`src/rtl/load_store_unit.sv`:
```
// Memory execution unit: pops one ld/st entry, reads the PRF, performs
// the data-memory access and broadcasts the result on the CDB.
package lsu_pkg;
  localparam int NUM_REGS = 64;
  localparam int ROB_SIZE = 32;
  localparam int PHYS_W = $clog2(NUM_REGS);
  localparam int ROB_W = $clog2(ROB_SIZE);

  localparam logic [6:0] op_b_load = 7'b0000011;
  localparam logic [6:0] op_b_store = 7'b0100011;

  typedef struct packed {
    logic [6:0] opcode;
    logic [2:0] funct3;
    logic [31:0] imm;
    logic [PHYS_W-1:0] pr1_s_ld_st;
    logic [PHYS_W-1:0] pr2_s_ld_st;
    logic [PHYS_W-1:0] phys_rd;
    logic [4:0] arch_rd;
    logic [ROB_W-1:0] rob_index;
  } ld_st_queue_t;
endpackage

module load_store_unit
  import lsu_pkg::*;
(
  input  logic              clk,
  input  logic              rst,
  input  logic              flush,
  input  logic              lsq_empty,
  output logic              lsq_read_enable,
  input  logic              lsq_read_resp,
  input  ld_st_queue_t      lsq_data,
  output logic [PHYS_W-1:0] prf_rs1_addr,
  output logic [PHYS_W-1:0] prf_rs2_addr,
  input  logic [31:0]       prf_rs1_data,
  input  logic [31:0]       prf_rs2_data,
  output logic [31:0]       dmem_addr,
  output logic [3:0]        dmem_rmask,
  output logic [3:0]        dmem_wmask,
  output logic [31:0]       dmem_wdata,
  input  logic [31:0]       dmem_rdata,
  input  logic              dmem_resp,
  output logic              cdb_valid,
  output logic [PHYS_W-1:0] cdb_phys_rd,
  output logic [4:0]        cdb_arch_rd,
  output logic [ROB_W-1:0]  cdb_rob_index,
  output logic [31:0]       cdb_data
);

  typedef enum logic [2:0] {
    S_IDLE, S_POLL, S_ADDR, S_MEM, S_WB
  } state_t;

  state_t            r_state;
  ld_st_queue_t      r_entry;
  logic [1:0]        r_off;
  logic [31:0]       r_addr;
  logic [3:0]        r_rmask;
  logic [3:0]        r_wmask;
  logic [31:0]       r_wdata;
  logic              r_killed;
  logic              r_cdb_valid;
  logic [PHYS_W-1:0] r_cdb_phys;
  logic [4:0]        r_cdb_arch;
  logic [ROB_W-1:0]  r_cdb_rob;
  logic [31:0]       r_cdb_data;

  logic [31:0] w_ea;
  logic [31:0] w_wdata;
  logic [31:0] w_sh;
  logic [31:0] w_ld;
  logic [3:0]  w_base;
  logic [3:0]  w_mask;
  logic        w_is_store;

  assign lsq_read_enable = (r_state == S_IDLE) & ~lsq_empty
                         & ~flush & ~rst;
  assign prf_rs1_addr = (r_state == S_ADDR) ? r_entry.pr1_s_ld_st : '0;
  assign prf_rs2_addr = (r_state == S_ADDR) ? r_entry.pr2_s_ld_st : '0;

  assign w_is_store = (r_entry.opcode == op_b_store);
  assign w_ea = prf_rs1_data + r_entry.imm;
  assign w_mask = w_base << w_ea[1:0];
  assign w_wdata = prf_rs2_data << {w_ea[1:0], 3'b000};
  assign w_sh = dmem_rdata >> {r_off, 3'b000};

  always_comb begin
    w_base = 4'b1111;
    unique case (r_entry.funct3)
      3'b000, 3'b100: w_base = 4'b0001;
      3'b001, 3'b101: w_base = 4'b0011;
      default:        w_base = 4'b1111;
    endcase
  end

  always_comb begin
    w_ld = w_sh;
    unique case (r_entry.funct3)
      3'b000:  w_ld = {{24{w_sh[7]}}, w_sh[7:0]};
      3'b100:  w_ld = {24'b0, w_sh[7:0]};
      3'b001:  w_ld = {{16{w_sh[15]}}, w_sh[15:0]};
      3'b101:  w_ld = {16'b0, w_sh[15:0]};
      default: w_ld = w_sh;
    endcase
  end

  always_ff @(posedge clk) begin
    if (rst) begin
      r_state     <= S_IDLE;
      r_entry     <= '0;
      r_off       <= '0;
      r_addr      <= '0;
      r_rmask     <= '0;
      r_wmask     <= '0;
      r_wdata     <= '0;
      r_killed    <= 1'b0;
      r_cdb_valid <= 1'b0;
      r_cdb_phys  <= '0;
      r_cdb_arch  <= '0;
      r_cdb_rob   <= '0;
      r_cdb_data  <= '0;
    end else begin
      r_cdb_valid <= 1'b0;
      unique case (r_state)
        S_IDLE: begin
          if (~lsq_empty & ~flush) r_state <= S_POLL;
        end
        S_POLL: begin
          if (lsq_read_resp & ~flush) begin
            r_entry <= lsq_data;
            r_state <= S_ADDR;
          end else begin
            r_state <= S_IDLE;
          end
        end
        S_ADDR: begin
          if (flush) begin
            r_entry <= '0;
            r_state <= S_IDLE;
          end else begin
            r_addr  <= {w_ea[31:2], 2'b00};
            r_off   <= w_ea[1:0];
            r_rmask <= w_is_store ? 4'b0 : w_mask;
            r_wmask <= w_is_store ? w_mask : 4'b0;
            r_wdata <= w_is_store ? w_wdata : 32'b0;
            r_state <= S_MEM;
          end
        end
        S_MEM: begin
          // the cache cannot abort, so a flush only marks the access dead
          if (flush) r_killed <= 1'b1;
          if (dmem_resp) begin
            r_addr   <= '0;
            r_rmask  <= '0;
            r_wmask  <= '0;
            r_wdata  <= '0;
            r_killed <= 1'b0;
            if (r_killed | flush) begin
              r_state <= S_IDLE;
            end else begin
              r_state     <= S_WB;
              r_cdb_valid <= 1'b1;
              r_cdb_rob   <= r_entry.rob_index;
              r_cdb_phys  <= w_is_store ? '0 : r_entry.phys_rd;
              r_cdb_arch  <= w_is_store ? '0 : r_entry.arch_rd;
              r_cdb_data  <= w_is_store ? '0 : w_ld;
            end
          end
        end
        S_WB: begin
          r_state    <= S_IDLE;
          r_cdb_phys <= '0;
          r_cdb_arch <= '0;
          r_cdb_rob  <= '0;
          r_cdb_data <= '0;
        end
        default: r_state <= S_IDLE;
      endcase
    end
  end

  assign dmem_addr     = r_addr;
  assign dmem_rmask    = r_rmask;
  assign dmem_wmask    = r_wmask;
  assign dmem_wdata    = r_wdata;
  assign cdb_valid     = r_cdb_valid & ~flush;
  assign cdb_phys_rd   = r_cdb_phys;
  assign cdb_arch_rd   = r_cdb_arch;
  assign cdb_rob_index = r_cdb_rob;
  assign cdb_data      = r_cdb_data;

endmodule

```
`config.mk`:
```
export PLATFORM = sky130hd
export DESIGN_NAME = load_store_unit
export DESIGN_NICKNAME = d
export VERILOG_FILES = /design/src/rtl/load_store_unit.sv
export SDC_FILE = /design/constraint.sdc
export NUM_CORES = 1
export LEC_CHECK = 0
export ABC_AREA = 0
export CAP_MARGIN = 30
export CELL_PAD_IN_SITES_DETAIL_PLACEMENT = 0
export CELL_PAD_IN_SITES_GLOBAL_PLACEMENT = 2
export CORE_ASPECT_RATIO = 0.6
export CORE_UTILIZATION = 30
export CTS_BUF_LIST = sky130_fd_sc_hd__clkbuf_8
export DETAILED_ROUTE_END_ITERATION = 7
export PLACE_DENSITY = 0.92
export RECOVER_POWER = 50
export SLEW_MARGIN = 20
export SYNTH_ARGS = -nofsm -noshare
export SYNTH_HDL_FRONTEND = slang
export SYNTH_SLANG_ARGS = --single-unit
```
`constraint.sdc`:
```
create_clock -name clk -period 3.8 [get_ports clk]
set_clock_uncertainty 0.1 [all_clocks]
set_input_delay 0.57 -clock clk [delete_from_list [all_inputs] [get_ports clk]]
set_output_delay 0.57 -clock clk [all_outputs]
set_load 0.02 [all_outputs]
```
Word level (Yosys, flattened, before mapping)
Index checks and enable logic that the tools add are counted.
{ "classes": {"shift": 3, "div": 0, "n_eq_ne": 14, "order_cmp": 0, "multipliers": 0, "bitwise_logic": 12, "n_addsub": 1, "mux": 44, "n_reduce_logical": 15} }
{ "op_table": {"columns": ["operator", "count"], "rows": [
  ["$mux W32", 7],
  ["$pmux W32 S2", 3],
  ["$mux W70", 2],
  ["$pmux W70 S2", 1],
  ["$pmux W32 S4", 1],
  ["$add A32 B32 Y32", 1],
  ["$shl A32 B5 Y32", 1],
  ["$shr A32 B5 Y32", 1],
  ["$mux W6", 5],
  ["$mux W5", 5],
  ["$pmux W4 S2", 3],
  ["$mux W4", 5],
  ["$pmux W5 S2", 2],
  ["$pmux W3 S4", 1],
  ["$pmux W6 S2", 1],
  ["$ne A2 B2 Y1 const B", 5],
  ["$eq A3 B3 Y1 const B", 3],
  ["$mux W3", 3],
  ["$reduce_and A3 Y1", 3],
  ["$reduce_bool A2 Y1", 4],
  ["$eq A7 B6 Y1 const B", 1],
  ["$and A1 B1 Y1", 6],
  ["$eq A3 B1 Y1 const B", 2],
  ["$eq A3 B2 Y1 const B", 2],
  ["10 further kinds", 21]
]} }
{ "totals": {"in_bits": 172, "output_inout_bits": 134, "ram_bits": 0, "rom_bits": 0, "memories": 0, "register_bits": 197, "latchBits": 0} }

Longest topological paths before layout
Gate-level depths: netlist of the first run.
{ "depth": {"ltp_word": 7, "ltp_mapped": 11} }

Least setup slack after synthesis of the first run
OpenSTA, ideal clock, no wires.
{ "synth_path": {"path_kind": "input to register", "start": "in prf_rs1_data[0]", "end": "reg r_addr[22], in the netlist dmem_addr[22]", "n_path_buf": 0, "stages": 11, "t_arrival_ps": 2542, "setup_ps": 117, "setup_slack_ps": 1041, "path_cell_list": "ha_1 inv_1 fa_1 nor2b_1 o2111ai_1 a211oi_2 o21bai_1 a211oi_1 a21oi_1 xnor2_1 a22o_1"} }
{ "synth_between": {"elab_chain_len": 3} }
{ "synth_lines": {"columns": ["item", "line", "source"], "rows": [
  ["from (decl)", "36", "input logic [31:0] prf_rs1_data,"],
  ["$add A32 B32 Y32", "83", "assign w_ea = prf_rs1_data + r_entry.imm;"],
  ["$mux W32", "138", "if (flush) begin"],
  ["$pmux W32 S2", "125", "unique case (r_state)"],
  ["to (signal assigned)", "142", "r_addr <= {w_ea[31:2], 2'b00};"],
  ["to (decl)", "58", "logic [31:0] r_addr;"]
]} }
No other way between the ends. The select of a mux whose other input is x is not followed.
A chain may end at the register's enable or synchronous reset.

Final worst setup path of the first run
{ "layout_path": {"start": "in flush", "end": "out lsq_read_enable"} }
{ "layout_between": {"elab_chain_len": 3} }
{ "layout_lines": {"columns": ["item", "line", "source"], "rows": [
  ["from (decl)", "29", "input logic flush,"],
  ["$not A1 Y1 (no line)", null, null],
  ["$and A1 B1 Y1 (2 in a row)", "78", "& ~flush & ~rst;"],
  ["to (decl)", "31", "output logic lsq_read_enable,"]
]} }
No other way between the ends.

==> results of run 1 <==
[report_power, final]
group	leakage [nW]	switching (mW)	total (mW)	internal, mW
Clock	0.218	0.907	1.48	0.574
Sequential	1.57	0.0105	2.07	2.06
Combinational	3.66	0.251	0.521	0.270
[cells by family (layout without fill, tap and decap cells)]
kind of cell    Yosys count  in the layout  synth area share, %
simple gates            373            373                 17.6
other cells               1              2               0.0390
flops                   195            195                 40.6
buf+inv                 102            368                 4.27
xor+xnor                 27             27                 2.46
compound gates          347            347                 26.0
mux                      45             45                 4.82
fa+ha+maj                32             32                 4.24
[layer usage]
metal  up-vias  GRT usage, %  routed length [um]
li1       4560             -                   -
met1      4424          29.7               16800
met2       310          28.9               14000
met3        31          5.70                2590
met4         0          5.68                 540
met5         -             0                   0
[critical path: stages]
cell and delay (ps):
dlygate4sd3_1 550, or4_1 460, nor3_1 290, clkdlybuf4s50_1 680
[cell usage in the layout, fill, tap and decap left out, types with 20 or more instances in the layout]
cell type        instances
nand2_1                 73
a21oi_1                 52
a22oi_1                144
a21o_1                  22
dlygate4sd3_1          119
nand3_1                 20
nor2_1                 191
o21ai_0                 52
mux2i_1                 35
clkdlybuf4s50_1        183
dfxtp_1                195
ha_1                    31
[path summary, 6_finish.rpt]
kind / to / startpoint / slack, ps
max: lsq_read_enable / flush / 580
min: cdb_rob_index[4]$_SDFFE_PP0P_ / cdb_rob_index[4]$_SDFFE_PP0P_ / 350
max reg2reg: cdb_data[7]$_SDFFE_PP0P_ / r_state[1]$_SDFFE_PP0P_ / 850
min reg2reg: cdb_rob_index[4]$_SDFFE_PP0P_ / cdb_rob_index[4]$_SDFFE_PP0P_ / 350
[area by class of cell]
type,instances,area share (%)
clock inverter,15,1.54
multi-input combinational,826,39.5
clock buffer,17,1.74
tap,416,3.87
sequential,195,29.0
inverter,13,0.363
timing repair buffer,323,24.0
[Yosys cell counts, types with 13 or more instances]
library cell	instances	share of area, %
a21o_1	22	1.7
a22oi_1	144	11
dfxtp_1	195	41
o21ai_0	52	2.7
nand2_1	72	2.8
ha_1	31	4.0
a21oi_1	53	2.8
nand3_1	20	1.0
mux2i_1	35	3.6
clkbuf_1	72	2.8
xnor2_1	17	1.5
nor3_1	13	0.68
nor2_1	191	7.5
[registers in the layout, summed over array words and instances, names as in the netlist]
register,flops
r_entry,70
cdb_data,32
dmem_wdata,32
dmem_addr,30
cdb_phys_rd,6
cdb_arch_rd,5
cdb_rob_index,5
dmem_rmask,4
dmem_wmask,4
r_state,3
r_off,2
r_cdb_valid,1
r_killed,1
[per-stage QoR]
stage | util [%] | hold WS (ps) | total power, mW | cell area (um^2) | instances
5_1_grt | 42.9 | 378 | 4.24 | 13500 | 1805
4_1_cts | 42.9 | 361 | 4.13 | 13400 | 1803
2_1_floorplan | - | 348 | 2.35 | 9610 | 1123
6_report | 42.9 | 353 | 4.07 | 13500 | 1805
3_3_place_gp | 41.5 | 337 | 2.63 | 13000 | 1771
3_5_place_dp | 41.5 | 346 | 2.63 | 13000 | 1771
==> summary.txt, run 1 <==
Timing
  – Post-layout min period: roughly 3200 ps
  – Final Max Tran Viols: 72
  – Setup TNS: 0 ps
  – Worst rel slew slack: -11.1%
  – RSZ-0062 raised after global routing: no
  – Maximum clock rate: 0.311 GHz
  – Fin crit share: a little over four fifths
  – Post-layout worst setup margin: between 500 and 600 ps
  – Final setup viols: 0
  – Worst Max-Slew Pin Slew: 1670 ps
  – Hold Vio Cnt, Final: 0

Synth
  – Synth Instances: around 1.1k
  – Post-synth EDFFs: 0
  – Sequential share of the synthesized area: about two fifths
  – Mapped Area: a little under 10000 um^2
  – Yosys Warn Count: 0
  – Syn Area/Cell: roughly 8.6 um^2
  – Yosys cell types: just under 80
  – Synthesis-stage register bit count: around 200
  – Top FF cell, synth: dfxtp_1
  – Ys async rst share: 0%

GRT
  – Largest net degree at the start of global routing: 93
  – Tot GR Track Use: about a fifth
  – Vias in the first global route: approximately 8.9k
  – Global-route wire length before repair: 51600 um
  – Grt ovf: 0
  – Initial antenna violation count: 0

Hold path
  – Hold crit path type: register to register
  – Hold Crit Depth: 2

Critical path
  – CP required: ~3100 ps
  – Worst EP arrival: around 2600 ps
  – Worst reg2reg path depth: 8
  – Kind of end point of the critical path: output pin
  – Worst setup SP type: primary input
  – Kind of critical path: primary input to output pin
  – Worst Path Max Fanout: 2

Finish
  – # diodes: 0
  – NumNets Final: between 1.5k and 2k
  – P&R area growth vs syn: 40.1%
  – Footprint of the multi-input gates: ~5300 um^2
  – Filler cells: about 3.1k
  – Layout cell share with drive strength beyond 1: roughly 7%
  – Register area: about 4000 um^2

Placement
  – Routability cong.: about 0.9
  – Setup Slack @ Placement: roughly 230 ps
  – Port bufs: 303
  – Dpl hpwl: ~25000 um

CTS
  – Number of H-tree levels: 4
  – Postcts setup bufs: 0
  – Root Buffer Master: clkbuf_8
  – Total CTS buffers: 17
  – CTS tree: built
  – Clk slew on worst S/H paths: between 100 and 150 ps
  – Clock tree sinks: slightly below 200
  – Clk_lat worst skew: roughly 510 ps
  – Post-CTS Resized: 0
  – Post-CTS Hold Fix Bufs: 0
  – CTS Buffer Depth: 2

Route
  – WL final: 34000 um
  – # DRC: 0
  – Via count: a little over 9k
  – Post-route ant nets: 0
  – DR pass1 iterations: 5
  – DR iter-0 viols: between 700 and 800
  – Vias per cell: 5.17
  – WL/cell: 18.8 um

Run status
  – Status: complete, but fails checks
  – Failing checks: max-capacitance violations, max-slew violations

Pwr
  – Peak supply drop: ~0.18 mV
  – PD cells: around 300 nW/um^2
  – Static leakage: approximately 5.4 nW

Floorplanning
  – Initial Util: around 30%
  – Die span in x: ~230 um
  – # IOs: around 310
  – Die ar.: between 30000 and 40000 um^2
  – Site row count: 50
  – Die Ht: 141 um
  – Core area: about 31000 um^2

Job
  – Max cap viols: 1
Power figures use the tool's default switching activity.
==> run 2: changes to the inputs <==
- CORE_UTILIZATION: 30 -> 27
- PLACE_DENSITY: 0.92 -> 0.84
- clock period: 3.8 -> 3.33 ns (I/O delays scaled with it)
==> summary.txt, run 2 (same netlist as run 1, synthesis figures left out) <==
Run status
  – Status: complete, but fails checks
  – Failing checks: max-capacitance violations, max-slew violations

Pwr
  – Peak supply drop: roughly 0.22 mV
  – PD cells: 329 nW/um^2
  – Pint: 3.22 mW
  – Switching part of the total: slightly below 30%
  – Overall power: around 4.5 mW
  – Seq pwr share: 52.0%
  – Static leakage: 5.52 nW
  – Net Sw Power: 1.31 mW
  – Clk pwr share: approximately a third
  – Gate power share: 13.7%

CTS
  – Post-CTS Resized: 0
  – CTS tree: built
  – Clock tree sinks: 195
  – Postcts setup bufs: 0
  – Number of H-tree levels: 4
  – Total CTS buffers: 17
  – Root Buffer Master: clkbuf_8
  – Clk_lat worst skew: about 500 ps
  – Post-CTS Hold Fix Bufs: 0
  – CTS Buffer Depth: 2
  – Clk slew on worst S/H paths: roughly 110 ps

Route
  – WL/cell: around 19 um
  – Vias per cell: 4.99
  – DR iter-0 viols: approximately 780
  – DR pass1 iterations: 5
  – Post-route ant nets: 0
  – Via count: 9453
  – # DRC: 0
  – WL final: about 35000 um

Floorplanning
  – Initial Util: between 20% and 30%
  – Die Ht: 148 um
  – # IOs: about 300
  – Site row count: 53
  – Core area: 35000 um^2
  – Die span in x: 246 um
  – Die ar.: ~36000 um^2

Critical path
  – Worst setup SP type: primary input
  – R2R Setup Slk: 510 ps
  – Reg2reg start: r_entry[30]$_SDFFE_PP0P_
  – Critical Path Sink: lsq_read_enable
  – Worst reg2reg path depth: 10
  – Kind of critical path: primary input to output pin
  – Critical path origin: flush
  – Worst Path Max Fanout: 2
  – RR Endpoint: dmem_addr[31]$_SDFFE_PP0P_
  – CP required: roughly 2700 ps
  – Worst EP arrival: approximately 2600 ps
  – Kind of end point of the critical path: output pin

Finish
  – P&R area growth vs syn: 43.2%
  – Most frequent cells in the layout: 209 x clkdlybuf4s50_1, 195 x dfxtp_1, 191 x nor2_1
  – Most common cell after layout, fill and taps aside: clkdlybuf4s50_1
  – Layout cell share with drive strength beyond 1: 9.39%
  – Max FFs per register: 70
  – NumNets Final: 1618
  – Largest Register: r_entry
  – Util after Layout: between 30% and 40%
  – Non-Filler Instances: ~1.9k

GRT
  – Gr busiest metal: met1
  – Largest net degree at the start of global routing: 90
  – Global routing usage on met3: approximately 5.7%
  – Tot GR Track Use: between 10% and 20%
  – Grt ovf: 0
  – M2 GR Usage: 25.8%
  – Vias in the first global route: slightly above 9k
  – Met1 Use GR: 29.0%
  – Initial antenna violation count: 3
  – Global-route wire length before repair: between 50000 and 60000 um

Timing
  – Fin crit share: a little over nine tenths
  – Final Max Tran Viols: 72
  – Post-layout min period: 3150 ps
  – Maximum clock rate: 0.317 GHz
  – Worst rel slew slack: -3.45%
  – Hold Slack: roughly 230 ps
  – Final setup viols: 0
  – RSZ-0062 raised after global routing: no
  – Hold Vio Cnt, Final: 0
  – Setup TNS: 0 ps
  – Worst Max-Slew Pin Slew: 1550 ps

Hold path
  – Hold crit path type: primary input to register
  – Min-delay src: rst

Job
  – Max cap viols: 1

Placement
  – Post-Place Cells: approximately 1.9k
  – Port bufs: 303
  – Routability cong.: between 0.8 and 0.9
  – Dpl hpwl: 26500 um
==> run 2: cell count changes in the layout (fill, tap and decap cells not counted), moves of 2 or more <==
cell | before | now
buf_4 | 12 | 50
clkinv_8 | 6 | 2
clkbuf_2 | 2 | 0
clkdlybuf4s50_1 | 183 | 209
dlygate4sd3_1 | 119 | 93
diode_2 | 0 | 2
==> run 2: per-layer routing <==
metal	part of all wire, %	vias up
li1	-	4645
met1	52	4499
met2	40	291
met3	6.7	16
met4	1.1	2
met5	0.037	-
==> run 2: power groups by stage <==
stage / registers, mW / logic (mW) / clock network [mW]
detailed placement: 2.41 / 0.614 / 0
floorplan: 2.41 / 0.271 / 0
global route: 2.36 / 0.673 / 1.71
finish: 2.36 / 0.622 / 1.55
global placement: 2.41 / 0.618 / 0
CTS: 2.36 / 0.618 / 1.62
==> run 2: cell type report <==
class | count | area (um^2)
diodes | 2 | 5.00
clock buffers | 17 | 234
clock inverters | 15 | 141
fillers | 3539 | 21300
inverters | 13 | 48.8
multi-input cells | 826 | 5320
flip-flops and latches | 195 | 3900
well taps | 467 | 584
repair buffers | 361 | 3530
==> run 2: how the worst min path moves through the flow <==
stage / slack [ps] / depth (start not counted) / endpoint
final: 230 / 2 / r_entry[68]$_SDFFE_PP0P_
after global placement: 340 / 2 / dmem_addr[20]$_SDFFE_PP0P_
after floorplan: 350 / 2 / cdb_rob_index[0]$_SDFFE_PP0P_
after CTS: 180 / 2 / cdb_data[24]$_SDFFE_PP0P_
after global routing: 180 / 2 / r_entry[1]$_SDFFE_PP0P_
after detailed placement: 340 / 2 / dmem_addr[31]$_SDFFE_PP0P_
==> run 2: metrics by stage <==
step	area, um^2	setup WS, ps
after global placement	13400	-92.0
after CTS	13800	289
after floorplan	9610	641
after global routing	13800	95.7
after detailed placement	13400	-88.5
final	13800	180
==> run 2: critical path: stages <==
cell and delay (ps):
dlygate4sd3_1 580, or4_1 480, nor3_1 310, clkdlybuf4s50_1 680
==> run 3: changes to the inputs <==
- CTS_BUF_LIST: sky130_fd_sc_hd__clkbuf_8 -> unset
==> summary.txt, run 3 (same netlist as run 1, synthesis figures left out) <==
Pwr
  – Gate power share: around an eighth
  – Seq pwr share: 46.8%
  – PD cells: 361 nW/um^2
  – Peak supply drop: 0.357 mV
  – Clk pwr share: 40.8%
  – Switching part of the total: ~27%
  – Pint: roughly 3.7 mW
  – Static leakage: 5.69 nW
  – Net Sw Power: approximately 1.4 mW

Finish
  – Filler cells: ~3.5k
  – P&R area growth vs syn: 45.1%
  – NumNets Final: approximately 1.6k
  – Post-Layout Inst Area: 13900 um^2
  – Register area: just under 4000 um^2
  – Most common cell after layout, fill and taps aside: dfxtp_1
  – Footprint of the multi-input gates: 5310 um^2
  – Most frequent cells in the layout: 195 x dfxtp_1, 191 x nor2_1, 185 x clkdlybuf4s50_1
  – Non-Filler Instances: 1895
  – Layout cell share with drive strength beyond 1: under 10%
  – Largest Register: r_entry
  – Max FFs per register: 70

Timing
  – RSZ-0062 raised after global routing: no
  – Worst rel slew slack: about 37%
  – Post-layout min period: roughly 3200 ps
  – Final setup viols: 0
  – Worst Max-Slew Pin Slew: 943 ps
  – Final Max Tran Viols: 0
  – Hold Vio Cnt, Final: 0
  – Post-layout worst setup margin: about 170 ps
  – Fin crit share: about 95%
  – Hold Slack: approximately 280 ps
  – Maximum clock rate: roughly 0.32 GHz

CTS
  – Total CTS buffers: 17
  – CTS Buffer Depth: 2
  – Postcts setup bufs: 0
  – Post-CTS Resized: 0
  – Post-CTS Hold Fix Bufs: 0
  – Clk slew on worst S/H paths: 80 ps
  – Clock tree sinks: between 150 and 200
  – Root Buffer Master: clkbuf_16
  – Clk_lat worst skew: 450 ps
  – CTS tree: built
  – Number of H-tree levels: 4

Floorplanning
  – Site row count: between 50 and 60
  – Die Ht: about 150 um
  – # IOs: about 310
  – Initial Util: a little over a quarter
  – Die ar.: 36400 um^2
  – Core area: around 35000 um^2
  – Die span in x: roughly 250 um

GRT
  – Largest net degree at the start of global routing: 90
  – Global-route wire length before repair: 53900 um
  – Initial antenna violation count: 2
  – Tot GR Track Use: roughly a fifth
  – Grt ovf: 0
  – Vias in the first global route: 9119

Placement
  – Routability cong.: a little under 0.9
  – Port bufs: a little over 300
  – Dpl hpwl: around 26000 um
  – Post-Place Cells: between 1.5k and 2k
  – DP Area: 13400 um^2
  – Setup Slack @ Placement: -88.5 ps

Critical path
  – Worst path max stage delay: about 680 ps
  – CP required: approximately 2700 ps
  – Kind of critical path: primary input to output pin
  – Crit path cell chain: dlygate4sd3_1 > or4_1 > nor3_1 > clkdlybuf4s50_1
  – Slowest stage cell, crit path: clkdlybuf4s50_1
  – Worst EP arrival: approximately 2600 ps
  – Kind of end point of the critical path: output pin
  – Worst Path Max Fanout: 2
  – Worst setup SP type: primary input

Run status
  – Status: finished clean

Route
  – DR iter-0 viols: 721
  – DR pass1 iterations: 5
  – Post-route ant nets: 0
  – Vias per cell: slightly below 5
  – # DRC: 0
  – WL/cell: ~19 um
  – WL final: around 35000 um
  – Via count: roughly 9.4k

Job
  – Max cap viols: 0

Hold path
  – Hold crit path type: primary input to register
## run 3: changes by cell type in the layout (fill, tap and decap cells not counted), sizes merged
cell,delta
clkdlybuf4s50,-24
dlygate4sd3,+24
clkbuf,+2
buf,-1
diode,-1
inv,-1
## run 3: power by group through the flow
stage | registers, mW | logic, mW | clock network, mW
floorplan | 2.41 | 0.271 | 0
global placement | 2.41 | 0.618 | 0
detailed placement | 2.41 | 0.614 | 0
CTS | 2.35 | 0.618 | 2.13
global route | 2.36 | 0.673 | 2.22
finish | 2.35 | 0.620 | 2.05
## run 3: worst paths after layout
| kind | start | end | slack [ps] | depth (start not counted) |
|---|---|---|---|---|
| setup / recovery | flush | lsq_read_enable | 170 | 4 |
| hold / removal | rst | r_entry[68]$_SDFFE_PP0P_ | 280 | 2 |
| setup reg to reg | r_entry[28]$_SDFFE_PP0P_ | dmem_addr[28]$_SDFFE_PP0P_ | 520 | 12 |
| hold reg to reg | dmem_addr[31]$_SDFFE_PP0P_ | dmem_addr[31]$_SDFFE_PP0P_ | 340 | 2 |
## run 3: layout make-up
cell class,count,area share (%)
clock buffers,18,3.08
multi-input cells,826,38.1
well taps,467,4.19
inverters,13,0.350
clock inverters,14,0.987
repair buffers,361,25.3
flip-flops and latches,195,28.0
diodes,1,0.0179
## run 3: metal layers
metal | GRT usage, % | wire (um)
met5 | 0 | 13
met4 | 5.25 | 427
met3 | 5.32 | 2470
met2 | 26.1 | 14100
met1 | 29.0 | 18300
## run 3: critical path: cells and delay by family
kind          cells  cell delay (ps)
simple gates      2              800
buf+inv           2             1260
## run 3: per-stage QoR
step,TNS (ps),power [mW],utilization (%)
6_report,0,5.03,39.8
2_1_floorplan,0,2.68,-
3_5_place_dp,-259,3.02,38.2
3_3_place_gp,-213,3.03,38.2
4_1_cts,0,5.10,39.9
5_1_grt,0,5.25,39.8
